### src/rtl/sdram_ls_arb.sv
// Round-robin arbiter that serialises N toggle-handshake requesters onto the SDRAM load/store port.
// Optional watchdog: define LS_ARB_WATCHDOG_EN to abort ls transactions that never complete.
module sdram_ls_arb #(
    parameter int N     = 3,
    parameter int AW    = 25,
    parameter int DW    = 32,
    parameter int TMO_W = 12
) (
    input  logic            clk_sys,
    input  logic            reset,
    input  logic [N-1:0]    m_req,
    input  logic [N-1:0]    m_we,
    input  logic [N*AW-1:0] m_addr,
    input  logic [N*DW-1:0] m_din,
    output logic [N-1:0]    m_ack,
    output logic [DW-1:0]   m_dout,
    output logic [N-1:0]    grant,
    output logic            busy,
    output logic [AW-1:0]   ls_addr,
    output logic [DW-1:0]   ls_din,
    output logic            ls_we_req,
    input  logic            ls_we_ack,
    output logic            ls_rd_req,
    input  logic            ls_rd_ack,
    input  logic [DW-1:0]   ls_dout,
    output logic            tmo_err
);

    localparam int          IW      = $clog2(N);
    localparam logic [N-1:0] ONE_HOT = N'(1);

    typedef enum logic [1:0] {
        IDLE,
        ISSUE,
        WAIT
    } state_t;

    state_t         state;
    logic [IW-1:0]  last;
    logic [IW-1:0]  sel_idx;
    logic [IW-1:0]  cand;
    logic           sel_valid;
    logic           wr_flag;
    logic [N-1:0]   pending;
    logic           done;
    logic           wd_fire;

    if (N < 2 || N > 8 || TMO_W < 2) begin : g_param_check
        $error("sdram_ls_arb: N must be 2..8 and TMO_W at least 2");
    end

    assign pending = m_req ^ m_ack;
    assign done    = wr_flag ? (ls_we_ack == ls_we_req) : (ls_rd_ack == ls_rd_req);

    // Walk from the farthest candidate towards last+1 so the nearest pending index wins.
    always_comb begin
        sel_valid = 1'b0;
        sel_idx   = '0;
        cand      = '0;
        for (int k = N; k >= 1; k--) begin
            cand = IW'((int'(last) + k) % N);
            if (pending[cand]) begin
                sel_valid = 1'b1;
                sel_idx   = cand;
            end
        end
    end

`ifdef LS_ARB_WATCHDOG_EN
    localparam logic [TMO_W-1:0] WD_LAST = ~TMO_W'(1);

    logic [TMO_W-1:0] wd_cnt;

    // Fires on the WAIT edge that would bring the counter to all-ones.
    assign wd_fire = (state == WAIT) && !done && (wd_cnt == WD_LAST);

    always_ff @(posedge clk_sys or posedge reset) begin
        if (reset) begin
            wd_cnt  <= '0;
            tmo_err <= 1'b0;
        end else begin
            if (state == ISSUE) begin
                wd_cnt <= '0;
            end else if (state == WAIT && !done) begin
                wd_cnt <= wd_cnt + 1'b1;
            end
            if (wd_fire) begin
                tmo_err <= 1'b1;
            end
        end
    end
`else
    assign wd_fire = 1'b0;
    assign tmo_err = 1'b0;
`endif

    always_ff @(posedge clk_sys or posedge reset) begin
        if (reset) begin
            state     <= IDLE;
            m_ack     <= '0;
            m_dout    <= '0;
            grant     <= '0;
            busy      <= 1'b0;
            ls_addr   <= '0;
            ls_din    <= '0;
            ls_we_req <= 1'b0;
            ls_rd_req <= 1'b0;
            last      <= IW'(N - 1);
            wr_flag   <= 1'b0;
        end else begin
            case (state)
                IDLE: begin
                    grant <= '0;
                    if (sel_valid) begin
                        grant   <= ONE_HOT << sel_idx;
                        last    <= sel_idx;
                        ls_addr <= m_addr[sel_idx*AW +: AW];
                        ls_din  <= m_din[sel_idx*DW +: DW];
                        wr_flag <= m_we[sel_idx];
                        busy    <= 1'b1;
                        state   <= ISSUE;
                    end
                end
                ISSUE: begin
                    if (wr_flag) begin
                        ls_we_req <= ~ls_we_req;
                    end else begin
                        ls_rd_req <= ~ls_rd_req;
                    end
                    state <= WAIT;
                end
                WAIT: begin
                    if (done) begin
                        m_ack[last] <= ~m_ack[last];
                        if (!wr_flag) begin
                            m_dout <= ls_dout;
                        end
                        busy  <= 1'b0;
                        grant <= '0;
                        state <= IDLE;
                    end else if (wd_fire) begin
                        // Realign the stuck toggle so a late SDRAM ack cannot be mistaken for a new one.
                        m_ack[last] <= ~m_ack[last];
                        if (wr_flag) begin
                            ls_we_req <= ls_we_ack;
                        end else begin
                            ls_rd_req <= ls_rd_ack;
                        end
                        busy  <= 1'b0;
                        grant <= '0;
                        state <= IDLE;
                    end
                end
                default: begin
                    state <= IDLE;
                end
            endcase
        end
    end

endmodule

### config.mk
export PLATFORM = sky130hd
export DESIGN_NAME = sdram_ls_arb
export DESIGN_NICKNAME = d
export VERILOG_FILES = /design/src/rtl/sdram_ls_arb.sv
export SDC_FILE = /design/constraint.sdc
export NUM_CORES = 1
export LEC_CHECK = 0
export ABC_AREA = 1
export BUFFER_PORTS_ARGS = -buffer_cell sky130_fd_sc_hd__buf_2
export CORE_ASPECT_RATIO = 0.5
export CORE_MARGIN = 1
export CORE_UTILIZATION = 45
export CTS_CLUSTER_DIAMETER = 30
export CTS_CLUSTER_SIZE = 24
export DETAILED_ROUTE_END_ITERATION = 8
export HOLD_SLACK_MARGIN = 0.08
export PLACE_DENSITY = 0.76
export SYNTH_ARGS = -nofsm -noshare
export SYNTH_HDL_FRONTEND = slang
export SYNTH_SLANG_ARGS = --single-unit
### constraint.sdc
create_clock -name clk_sys -period 4.2 [get_ports clk_sys]
set_input_delay 0.42 -clock clk_sys [delete_from_list [all_inputs] [get_ports clk_sys]]
set_output_delay 0.42 -clock clk_sys [all_outputs]
set_load 0.05 [all_outputs]
Word level (Yosys, flattened, before mapping) --
Index checks and enable logic that the tools add are counted.
Word-level totals: memory bits (read-only) 0, memories 0, bits in latches 0, input bits 213, bits in registers 103, output and inout bits 99, bits in writable memories 0
Cells by class: div/mod/pow operators 3, reduce and logical (&&, ||, !) cells 11, order comparisons 6, add/subtract/negate cells 3, multiply operators 1, shift operators 3, bitwise gates (word level) 5, muxes and demuxes 29, eq/ne operators 6
Operators by type and width (count):
- $mod A32 B3 Y32 const B | 3
- $shiftx A96 B8 Y32 | 1
- $shiftx A75 B8 Y25 | 1
- $lt A2 B3 Y1 const B | 5
- $mux W1 | 12
- $reduce_and A2 Y1 | 6
- $bmux W1 S2 | 5
- $mux W2 | 5
- $mul A2 B5 Y7 const B | 1
- $add A2 B2 Y3 const B | 2
- $mux W3 | 2
- $pmux W2 S3 | 1
- $pmux W3 S2 | 1
- $reduce_and A3 Y1 | 2
- $ne A2 B2 Y1 const B | 2
- $not A1 Y1 | 4
- $add A2 B1 Y3 const B | 1
- $bwmux W3 | 1
- $shl A1 B2 Y3 const A | 1
- $xor A3 B3 Y3 | 1
- $demux W1 S2 | 1
- $eq A1 B1 Y1 | 2
- $eq A2 B1 Y1 const B | 1
- $eq A2 B2 Y1 const B | 1
- 5 further kinds | 5

Logic depth before layout (Yosys ltp) --
Gate-level depths: netlist of run 1.
depth in word-level cells 10, mapped depth 15, gate-level depth less buffers 14

Worst setup path before layout of run 1 --
OpenSTA, ideal clock, no wires.
kind register -> register, from register last[1], to register ls_addr[4], setup slack 2006 ps, arrival 2072 ps, required time 4079 ps, setup time 121 ps, buffers on the path 2, cell stages (with the launch flop) 12, cells stage by stage dfstp_2 > inv_1 > ha_1 > inv_2 > o21ai_2 > nand2_4 > nand3_4 > nand2_1 > buf_6 > buf_4 > o211ai_1 > nand2_1
Between the ends: word-level cells in the longest chain between the ends 9
Ends and longest elaborated chain:
- from (decl) | RTL line 39 | logic [IW-1:0] last;
- from (signal assigned) | RTL line 108 | last <= IW'(N - 1);
- from (signal assigned) | RTL line 116 | last <= sel_idx;
- $add A2 B2 Y3 | RTL line 61 | cand = IW'((int'(last) + k) % N);
- $mod A32 B3 Y32 | RTL line 61
- $bmux W1 S2 | RTL line 62 | if (pending[cand]) begin
- $mux W1 (implied by the code) | RTL line 62
- $mux W2 (3 in series) | RTL line 62
- $mul A2 B5 Y7 | RTL line 117 | ls_addr <= m_addr[sel_idx*AW +: AW];
- $shiftx A75 B8 Y25 | RTL line 117
- to (signal assigned) | RTL line 117
- to (decl) | RTL line 19 | output logic [AW-1:0] ls_addr,
Parallel ways exist; a longest one is shown, timed or not. The select of a mux whose other input is x is not followed. A chain may end at the register's enable or synchronous reset.

Worst setup path after layout of run 1 --
from register last[1], to register ls_din[27]
Between the ends: word-level cells in the longest chain between the ends 8
Ends and longest elaborated chain:
- $add A2 B2 Y3 | RTL line 61
- $mod A32 B3 Y32 | RTL line 61
- $bmux W1 S2 | RTL line 62
- $mux W1 (implied by the code) | RTL line 62
- $mux W2 or $mux W1 (tied branches) (3 in series) | RTL line 62
- $shiftx A96 B8 Y32 or $reduce_and A2 Y1 (tied branches)
- to (signal assigned) | RTL line 118 | ls_din <= m_din[sel_idx*DW +: DW];
- to (decl) | RTL line 20 | output logic [DW-1:0] ls_din,
Parallel ways exist; a longest one is shown, timed or not. The select of a mux whose other input is x is not followed.

==> results of run 1 <==
cells by family after synthesis:
kind of cell	after synthesis	share of synthesized area, %
AND/OR/NAND/NOR	406	29.1
buffers and inverters	223	15.2
flip-flops	103	41.4
AO/OA/AOI/OAI	69	6.97
multiplexers	32	5.78
adder cells (fa/ha/maj)	5	1.00
XOR/XNOR	4	0.562
other	1	0.0602
final timing paths:
path	start	to	depth (start not counted)
max	last[1]	ls_din[27]	13
min	ls_dout[11]	m_dout[11]	2
max reg2reg	last[1]	ls_din[27]	13
min reg2reg	busy	busy	2
max in group asynchronous	reset	ls_addr[3]	4
min in group asynchronous	reset	m_dout[3]	3
area by class of cell:
class	count	area [sq um]
sequential	103	2580
tap	170	213
timing repair buffer	319	1630
clock inverter	7	86.3
fill	1175	4940
clock buffer	9	225
multi-input combinational	517	2710
inverter	178	671
through the flow:
step	hold slack [ns]	area (sq um)
finish	0.302	8120
floorplan	0.508	6230
global placement	0.422	7800
global route	0.287	8120
detailed placement	0.428	7800
CTS	0.291	8120
Yosys cell counts (3+ instances only):
| cell | instances |
|---|---|
| buf_4 | 6 |
| ha_1 | 5 |
| nand3_1 | 143 |
| clkbuf_1 | 9 |
| buf_6 | 6 |
| mux2_2 | 32 |
| nand3_4 | 3 |
| o211ai_2 | 9 |
| nand2_1 | 202 |
| dfrtp_1 | 102 |
| inv_1 | 172 |
| a21oi_1 | 45 |
| nand2_4 | 3 |
| nor2_1 | 48 |
| inv_2 | 6 |
| buf_1 | 3 |
| buf_2 | 20 |
| o211ai_1 | 6 |
| o21ai_0 | 7 |
state kept, by name, indices dropped and copies added, names as in the netlist:
name / flops
ls_addr: 25
state: 2
busy: 1
grant: 3
m_ack: 3
ls_we_req: 1
wr_flag: 1
ls_din: 32
m_dout: 32
ls_rd_req: 1
last: 2
timing repair:
item / CTS / global route
hold buffers: 1 / 0
setup endpoints to repair: 0 / 0
hold endpoints to repair: 25 / 0
layer usage:
metal	share of wire, %	vias to the layer above	global-route usage, %
li1	-	3166	-
met1	42	3006	30.5
met2	51	220	46.4
met3	4.9	34	4.20
met4	2.0	0	7.60
met5	0	-	0
critical path: stages (launching register included):
cell	delay (ns)
dfstp_2	0.56
inv_1	0.10
ha_1	0.39
inv_2	0.14
nand2_1	0.06
nand2_1	0.07
nand2_2	0.09
nand2_4	0.12
nand3_4	0.43
nand2_2	0.55
buf_12	0.31
nand2_1	0.12
o211ai_2	0.09
nand2_1	0.06
==> metrics.md, run 1 <==
| Metric | Value |
|---|---|
| Syn_area_per_cell | 7.39 sq um |
| Layout cells sized above 1 | 35.1% |
| Yosys cell types | 31 |
| Crit Path Class | register to register |
| Antenna cell count | 0 |
| Initial antenna violation count | 0 |
| Commonest cells after routing, fill and taps aside | 310 x buf_2, 200 x nand2_1, 171 x inv_1 |
| Synthesized Nets | 1,061 |
| Maximum clock rate | 308 MHz |
| Sequential fraction of the synthesis area | 41.4% |
| Cell taking the most area after synthesis | dfrtp_1 |
| Final hold vios | 0 |
| Area grow syn2layout | 30.3% |
| Largest net degree at the start of global routing | 55 |
| CTS tree | built |
| Layout Cells excl Fill | 1,303 |
| GPL Wtd Cong | 0.917 |
| Mapped Area | 6230 sq um |
| Post-synthesis cell count | 843 |
| Fin. max-slew vios | 0 |
| Tmin final | 3.24 ns |
| Gr usage total | 25.2% |
| Detailed Place HPWL | 12,900 um |
| Setup violators final | 0 |
| CTS Sinks | 103 |
| Commonest non-fill, non-tap cell in the layout | buf_2 |
| Nets | 1,346 |
| Max-slew headroom | 62.3% |
| Synth top area cells | dfrtp_1 41%, nand2_1 12%, nand3_1 11% |
| Number of global-route vias before repair | 6,283 |
| Worst-path maximum fanout | 54 |
| CTS resizes | 0 |
| Worst-path clk slew | 0.08 ns |
| H-tree levels | 3 |
| Flops & latches, synth | 103 |
| First-pass GRT wire length | 29,200 um |
| Setup Skew | 0.00864 ns |
| Maxcap violations | 0 |
| Antenna viol nets, final | 0 |
| Pre-antenna DRT Iters | 5 |
| Yosys Warn Count | 0 |
| DRC Markers | 0 |
| Status | finished, final reports clean |
| Primary FF master, synth | dfrtp_1 |
| I/O Pins | 312 |
| Startpoint types | register |
| FP Rows | 29 |
| CTS Buf Count | 9 |
| Die footprint | 14,300 sq um |
| Final WL | 17,800 um |
| Worst hold path type | input pin to register |
| Clock Path Buffers | 2 |
| R2r setup slk | 0.96 ns |
| Die Span X | 168 um |
| Port Buffers | 310 |
| Post-layout util | 62.2% |
| Wire length per cell | 13.7 um |
| Placed Cells | 1,286 |
| Yosys top cell area share | 41.0% |
| RSZ-0062 raised after global routing | false |
| Global route total overflow | 0 |
| Critical Path AT | 3.48 ns |
| Ys async rst share | 100% |
| Fin worst setup slack | 0.955 ns |
| Crit share post-route | 77.3% |
| Die height | 85.2 um |
| Clk Latency, worst-skew pair | 0.34 ns |
| Worst setup EP type | register |
| Total core area | 13,100 sq um |
| Root Buffer Master | clkbuf_16 |
| DR iter-0 viols | 347 |
| Vias/cell | 4.93 |
| Critical Path RT | 4.44 ns |
| Initial core utilization | 47.7% |
| Setup TNS | 0 ns |
| Pre-CTS setup slack | 0.982 ns |
| Post-synth EDFFs | 0 |
| Worst Tran Pin Value | 0.565 ns |
| Setup Buffers After CTS | 0 |
| Vias post-DR | 6,426 |
Power of run 1 is not shown: default switching activity piles up to over one toggle a cycle in this logic, so the estimate is an artifact.
==> run 2: changes to the inputs <==
ABC_AREA = 0   (was 1)
CORE_UTILIZATION = 40   (was 45)
PLACE_DENSITY = 0.74   (was 0.76)
clock period = 2.9 ns   (was 4.2 ns; I/O delays follow)
==> metrics.md, run 2 <==
| Metric | Value |
|---|---|
| Filler cell count | 1,193 (+1.5%) |
| Synthesized Nets | 827 (-22%) |
| Worst hold path type | input pin to register |
| Final hold vios | 0 (unchanged) |
| Die footprint | 14,200 sq um (-1.2%) |
| Cell with the most instances after synthesis | dfrtp_1 |
| Initial core utilization | 42.1% (-5.6 points) |
| Maximum clock rate | 358 MHz (+16%) |
| Setup violators final | 0 (unchanged) |
| Total core area | 13,000 sq um (-0.56%) |
| Vias post-DR | 5,885 (-8.4%) |
| Commonest cells after routing, fill and taps aside | 310 x buf_2, 102 x dfrtp_1, 72 x o21ai_1 |
| Flops & latches, synth | 103 (unchanged) |
| CTS tree | built |
| Ys async rst share | 100% (unchanged) |
| Maxcap violations | 0 (unchanged) |
| Initial antenna violation count | 1 (+1) |
| Nets | 1,107 (-18%) |
| Crit Path Class | register to register |
| Worst Tran Pin Value | 1.24 ns (+0.679 ns) |
| Die height | 84.7 um (-0.59%) |
| Pwr Density | 1550 nW/um^2 |
| H-tree levels | 3 (unchanged) |
| Wire length per cell | 17.1 um (+25%) |
| Post-synth EDFFs | 0 (unchanged) |
| Die Span X | 167 um (-0.60%) |
| RSZ-0062 raised after global routing | false |
| Layout cells sized above 1 | 43.6% (+8.5 points) |
| Worst-path clk slew | 0.08 ns (about the same) |
| Global route total overflow | 0 (unchanged) |
| Pre-antenna DRT Iters | 5 (unchanged) |
| Primary FF master, synth | dfrtp_1 |
| Post-synth top cells | 102 x dfrtp_1, 72 x o21ai_1, 67 x nand2_1 |
| Vias/cell | 5.53 (+12%) |
| Top delay family on crit path | simple AND/OR/NAND/NOR gates |
| Area grow syn2layout | 37.4% |
| DRC Markers | 0 (unchanged) |
| Worst setup EP type | register |
| I/O Pins | 312 (unchanged) |
| CTS Sinks | 103 (unchanged) |
| Mapped Area | 5470 sq um (-12%) |
| CTS Buf Count | 9 (unchanged) |
| Worst-path maximum fanout | 32 (-41%) |
| Pre-CTS setup slack | 0.168 ns (-0.814 ns) |
| CP max stage delay | 0.57 ns (about the same) |
| Yosys Warn Count | 0 (unchanged) |
| Largest net degree at the start of global routing | 63 (+15%) |
| Critical Path AT | 3.01 ns (-0.47 ns) |
| Status | finished, final reports clean |
| Peak supply drop | 0.819 mV |
| Cell taking the most area after synthesis | dfrtp_1 |
| Gr usage total | 25.3% (+0.13 points) |
| DR iter-0 viols | 376 (+8.4%) |
| Lkg Pwr | 0.00369 uW |
| Clk Latency, worst-skew pair | 0.34 ns (about the same) |
| WP buf/inv | 3 (unchanged) |
| Setup TNS | 0 ns (unchanged) |
| Yosys top cell area share | 46.6% (+5.7 points) |
| Sequential fraction of the synthesis area | 47.1% (+5.7 points) |
| Tmin final | 2.79 ns (-0.453 ns) |
| Clock Path Buffers | 2 (unchanged) |
| First-pass GRT wire length | 28,700 um (-1.6%) |
| Setup Skew | 0.00995 ns (+0.00131 ns) |
| Crit share post-route | 96.3% (+19 points) |
| Fin. max-slew vios | 0 (unchanged) |
| Root Buffer Master | clkbuf_16 |
| Detailed Place HPWL | 12,900 um (about the same) |
| Post-synthesis cell count | 609 (-28%) |
| Post-layout util | 57.9% (-4.3 points) |
| Total Power | 11,600 uW |
| Setup Buffers After CTS | 0 (unchanged) |
| Startpoint types | register |
| Slowest-stage cell, CP | dfstp_2 |
| Max-slew headroom | 17.1% (-45 points) |
| Biggest regs | ls_din (32), m_dout (32), ls_addr (25) |
| Critical Path RT | 3.12 ns (-1.32 ns) |
| Port Buffers | 310 (unchanged) |
| FP Rows | 29 (unchanged) |
| Commonest non-fill, non-tap cell in the layout | buf_2 |
| Syn_area_per_cell | 8.98 sq um (+22%) |
| Yosys cell types | 37 (+19%) |
| Final WL | 18,200 um (+2.1%) |
| CP most frequent cell | buf_4 |
| Crit path cell chain | inv_1 -> ha_1 -> or3b_2 -> buf_4 -> buf_4 -> nand4_1 -> nor2_1 -> a211oi_1 -> o21ai_1 |
| Antenna viol nets, final | 0 (unchanged) |
| Synth top area cells | dfrtp_1 47%, a211oi_1 8.0%, mux2_2 7.2% |
| GPL Wtd Cong | 0.906 (-1.2%) |
| Fin worst setup slack | 0.108 ns (-0.847 ns) |
| Number of global-route vias before repair | 5,663 (-9.9%) |
[run 2: cell types whose count changed after synthesis, moves of 58 or more]
cell / previous run / this run
nand3_1: 143 / 0
o21ai_1: 0 / 72
nand2_1: 202 / 67
a211oi_1: 0 / 58
nand4_1: 0 / 58
inv_1: 172 / 6
[run 2: cell families after synthesis]
| group | after synthesis | synth area share (%) |
|---|---|---|
| AOI/OAI and AO/OA | 189 | 20.5 |
| xor gates and xnor gates | 8 | 1.28 |
| other | 1 | 0.0685 |
| buffers and inverters | 68 | 5.31 |
| DFF | 103 | 47.1 |
| and+or+nand+nor | 198 | 16.9 |
| muxes | 37 | 7.59 |
| adders and majority gates | 5 | 1.14 |
[run 2: worst reg2reg max path, delay by kind of cell, from the launching register on]
family          cells  cell delay (ns)
fa+ha+maj           1             0.35
buf+inv             3             0.65
compound gates      2             0.43
simple gates        3             0.67
flops               1             0.57
[run 2: per-stage QoR]
step | instance area, sq um | cells | hold slack, ns
global route | 7520 | 1065 | 0.146
floorplan | 5480 | 609 | 0.422
CTS | 7510 | 1064 | 0.151
detailed placement | 7180 | 1047 | 0.453
finish | 7520 | 1065 | 0.160
global placement | 7180 | 1047 | 0.441
[run 2: path summary, 6_finish.rpt]
check                            start          end  slack, ns  cells after the start
max                            last[1]  ls_addr[10]       0.11                      9
min                        ls_dout[22]   m_dout[22]       0.16                      2
max reg2reg                    last[1]  ls_addr[10]       0.11                      9
min reg2reg                ls_addr[14]  ls_addr[14]       0.48                      2
max in group asynchronous        reset      last[1]       1.43                      4
min in group asynchronous        reset    m_dout[5]       0.62                      3
[run 2: where the power goes]
part / switching (uW) / leakage [uW] / total, uW / internal [uW]
registers: 416 / 0.00125 / 2610 / 2200
logic: 5590 / 0.00229 / 7760 / 2160
clock network: 586 / 0.000151 / 1280 / 691
total: 6590 / 0.00369 / 11600 / 5050
[run 2: layout make-up]
type,instances,area [sq um],area share [%]
Antenna cell,1,2.50,0.0333
Clock buffer,9,225,3.00
Clock inverter,7,91.3,1.22
Tap cell,170,213,2.83
Inverter,7,32.5,0.433
Multi-Input combinational cell,438,2630,35.0
Sequential cell,103,2580,34.3
Timing Repair Buffer,330,1740,23.2
[run 2: what timing repair did]
item / CTS / global route
hold buffers: 1 / 0
endpoints found under the hold margin: 4 / 0
gates resized for setup: 0 / 3
setup endpoints to repair: 0 / 4
[run 2: layer usage]
metal  share of wire, %  GRT usage (%)
met1                 42           33.3
met2                 49           42.3
met3                7.0           4.71
met4                2.0           8.67
met5                  0              0
Note: power is estimated with default switching activity, not from simulation.
==> run 3: changes to the inputs <==
PLACE_DENSITY = 0.77   (was 0.74)
==> metrics.md, run 3 (synthesis gave the netlist of run 2 again) <==
| Metric | Value |
|---|---|
| Max Used Layer | met5 |
| Internal | 4990 uW (-1.3%) |
| Worst Tran Pin Value | 0.657 ns (-0.588 ns) |
| Setup violators final | 0 (unchanged) |
| Status | finished, final reports clean |
| Comb pwr share | 66.9% (+0.3 points) |
| M1 WL | 7550 um (-2.1%) |
| Setup TNS | 0 ns (unchanged) |
| Crit Path Class | register to register |
| Port Buffers | 310 (unchanged) |
| Clk Latency, worst-skew pair | 0.35 ns (about the same) |
| Worst-path clk slew | 0.08 ns (about the same) |
| Total Power | 11,600 uW (-0.18%) |
| Clock Path Buffers | 2 (unchanged) |
| Worst hold path type | input pin to async pin |
| Maximum clock rate | 366 MHz (+2.3%) |
| Layout Cells excl Fill | 1,065 (unchanged) |
| Clock power frac | 10.6% (-0.4 points) |
| Setup Skew | 0.00891 ns (-0.00104 ns) |
| DRC Markers | 0 (unchanged) |
| Antenna viol nets, final | 0 (unchanged) |
| H-tree levels | 3 (unchanged) |
| Fin worst setup slack | 0.171 ns (+0.0629 ns) |
| Routed met3 length | 1160 um (-8.8%) |
| Global route total overflow | 0 (unchanged) |
| DR iter-0 viols | 462 (+23%) |
| Largest net degree at the start of global routing | 104 (+65%) |
| Switching share of power | 57.1% (+0.47 points) |
| Gr usage total | 26.0% (+0.67 points) |
| Detailed Place HPWL | 12,700 um (-2.0%) |
| Worst setup EP type | register |
| Placed Cells | 1,043 (-0.38%) |
| I/O Pins | 312 (unchanged) |
| RSZ-0062 raised after global routing | false |
| Maxcap violations | 0 (unchanged) |
| First-pass GRT wire length | 29,300 um (+2.1%) |
| Flop pwr share | 22.5% (about the same) |
| CTS Hold Bufs | 0 (-1) |
| Pwr Density | 1550 nW/um^2 (about the same) |
| Area grow syn2layout | 37.1% |
| Die footprint | 14,200 sq um (unchanged) |
| Root Buffer Master | clkbuf_16 |
| Wire length per cell | 17.3 um (+1.3%) |
| Die height | 84.7 um (unchanged) |
| Metal2 WL | 9210 um (+3.8%) |
| Max-slew headroom | 56.2% (+39 points) |
| Tmin final | 2.73 ns (-0.0629 ns) |
| Commonest cells after routing, fill and taps aside | 310 x buf_2, 102 x dfrtp_1, 72 x o21ai_1 |
| Die Span X | 167 um (unchanged) |
| Startpoint types | register |
| CTS Buf Count | 9 (unchanged) |
| Vias post-DR | 5,947 (+1.1%) |
| Nets | 1,102 (-0.45%) |
| Initial antenna violation count | 8 (+7) |
| Layout cells sized above 1 | 43.3% (-0.32 points) |
| Number of global-route vias before repair | 5,750 (+1.5%) |
| Psw | 6640 uW (+0.65%) |
| Fin. max-slew vios | 0 (unchanged) |
| Vias/cell | 5.58 (+1.1%) |
| Crit share post-route | 94.1% (-2.2 points) |
| Total core area | 13,000 sq um (unchanged) |
| Peak supply drop | 0.753 mV (-8.0%) |
| Final WL | 18,500 um (+1.3%) |
| CTS tree | built |
| Lkg Pwr | 0.00368 uW (-0.35%) |
| Commonest non-fill, non-tap cell in the layout | buf_2 |
| Critical Path AT | 2.99 ns (-0.02 ns) |
| Initial core utilization | 42.1% (unchanged) |
| Final hold vios | 0 (unchanged) |
| Setup Buffers After CTS | 0 (unchanged) |
| CTS Sinks | 103 (unchanged) |
| Pre-CTS setup slack | 0.161 ns (-0.00718 ns) |
| Critical Path RT | 3.16 ns (+0.04 ns) |
| FP Rows | 29 (unchanged) |
| Pre-antenna DRT Iters | 5 (unchanged) |
| Filler cell count | 1,169 (-2.0%) |
| Biggest regs | ls_din (32), m_dout (32), ls_addr (25) |
| GPL Wtd Cong | 0.892 (-1.5%) |
| R2r setup slk | 0.17 ns (+0.06 ns) |
| Worst-path maximum fanout | 30 (-6.3%) |
## run 3: metal layers
| layer | vias to the layer above | global-route usage, % |
|---|---|---|
| li1 | 2747 | - |
| met2 | 303 | 44.6 |
| met5 | - | 0 |
| met4 | 4 | 11.5 |
| met1 | 2842 | 32.1 |
| met3 | 51 | 5.14 |
## run 3: final timing paths
check / to / start / cells after the start
max: ls_din[4] / last[1] / 8
min: m_dout[6] / reset / 3
max reg2reg: ls_din[4] / last[1] / 8
min reg2reg: ls_addr[2] / ls_addr[2] / 2
max in group asynchronous: ls_din[14] / reset / 3
min in group clk_sys: m_dout[22] / ls_dout[22] / 2
## run 3: area by class of cell
type | instances | area (sq um) | area share [%]
antenna | 6 | 15.0 | 0.200
clock buffer | 9 | 225 | 3.00
clock inverter | 7 | 86.3 | 1.15
inverter | 7 | 32.5 | 0.434
multi-input combinational | 438 | 2630 | 35.0
sequential | 103 | 2580 | 34.4
tap | 170 | 213 | 2.83
timing repair buffer | 325 | 1730 | 23.0
## run 3: power by group through the flow
stage	combinational (uW)	sequential (uW)	clock (uW)
after global routing	8350	2700	1340
after detailed placement	7740	2630	0
after floorplan	3480	4940	0
final	7780	2610	1230
after CTS	7740	2610	1270
after global placement	7600	2600	0
## run 3: worst max-delay path, cell delays in order, from the launching register on
cell and delay [ns]:
dfstp_2 0.57, inv_1 0.10, ha_1 0.35, or3b_2 0.49
buf_4 0.26, nand4b_1 0.22, buf_4 0.34, a211oi_1 0.15
o21ai_1 0.17
## run 3: timing repair
action / in CTS / in global routing
hold endpoints to repair: 0 / 0
setup endpoints to repair: 0 / 36
gates resized for setup: 0 / 2
## run 3: through the flow
step / hold slack (ns) / utilization [%] / instance area, sq um
6_report: 0.0778 / 57.8 / 7500
5_1_grt: 0.119 / 57.7 / 7500
4_1_cts: 0.123 / 57.6 / 7490
3_5_place_dp: 0.470 / 55.2 / 7170
3_3_place_gp: 0.463 / 55.2 / 7170
2_1_floorplan: 0.422 / - / 5480
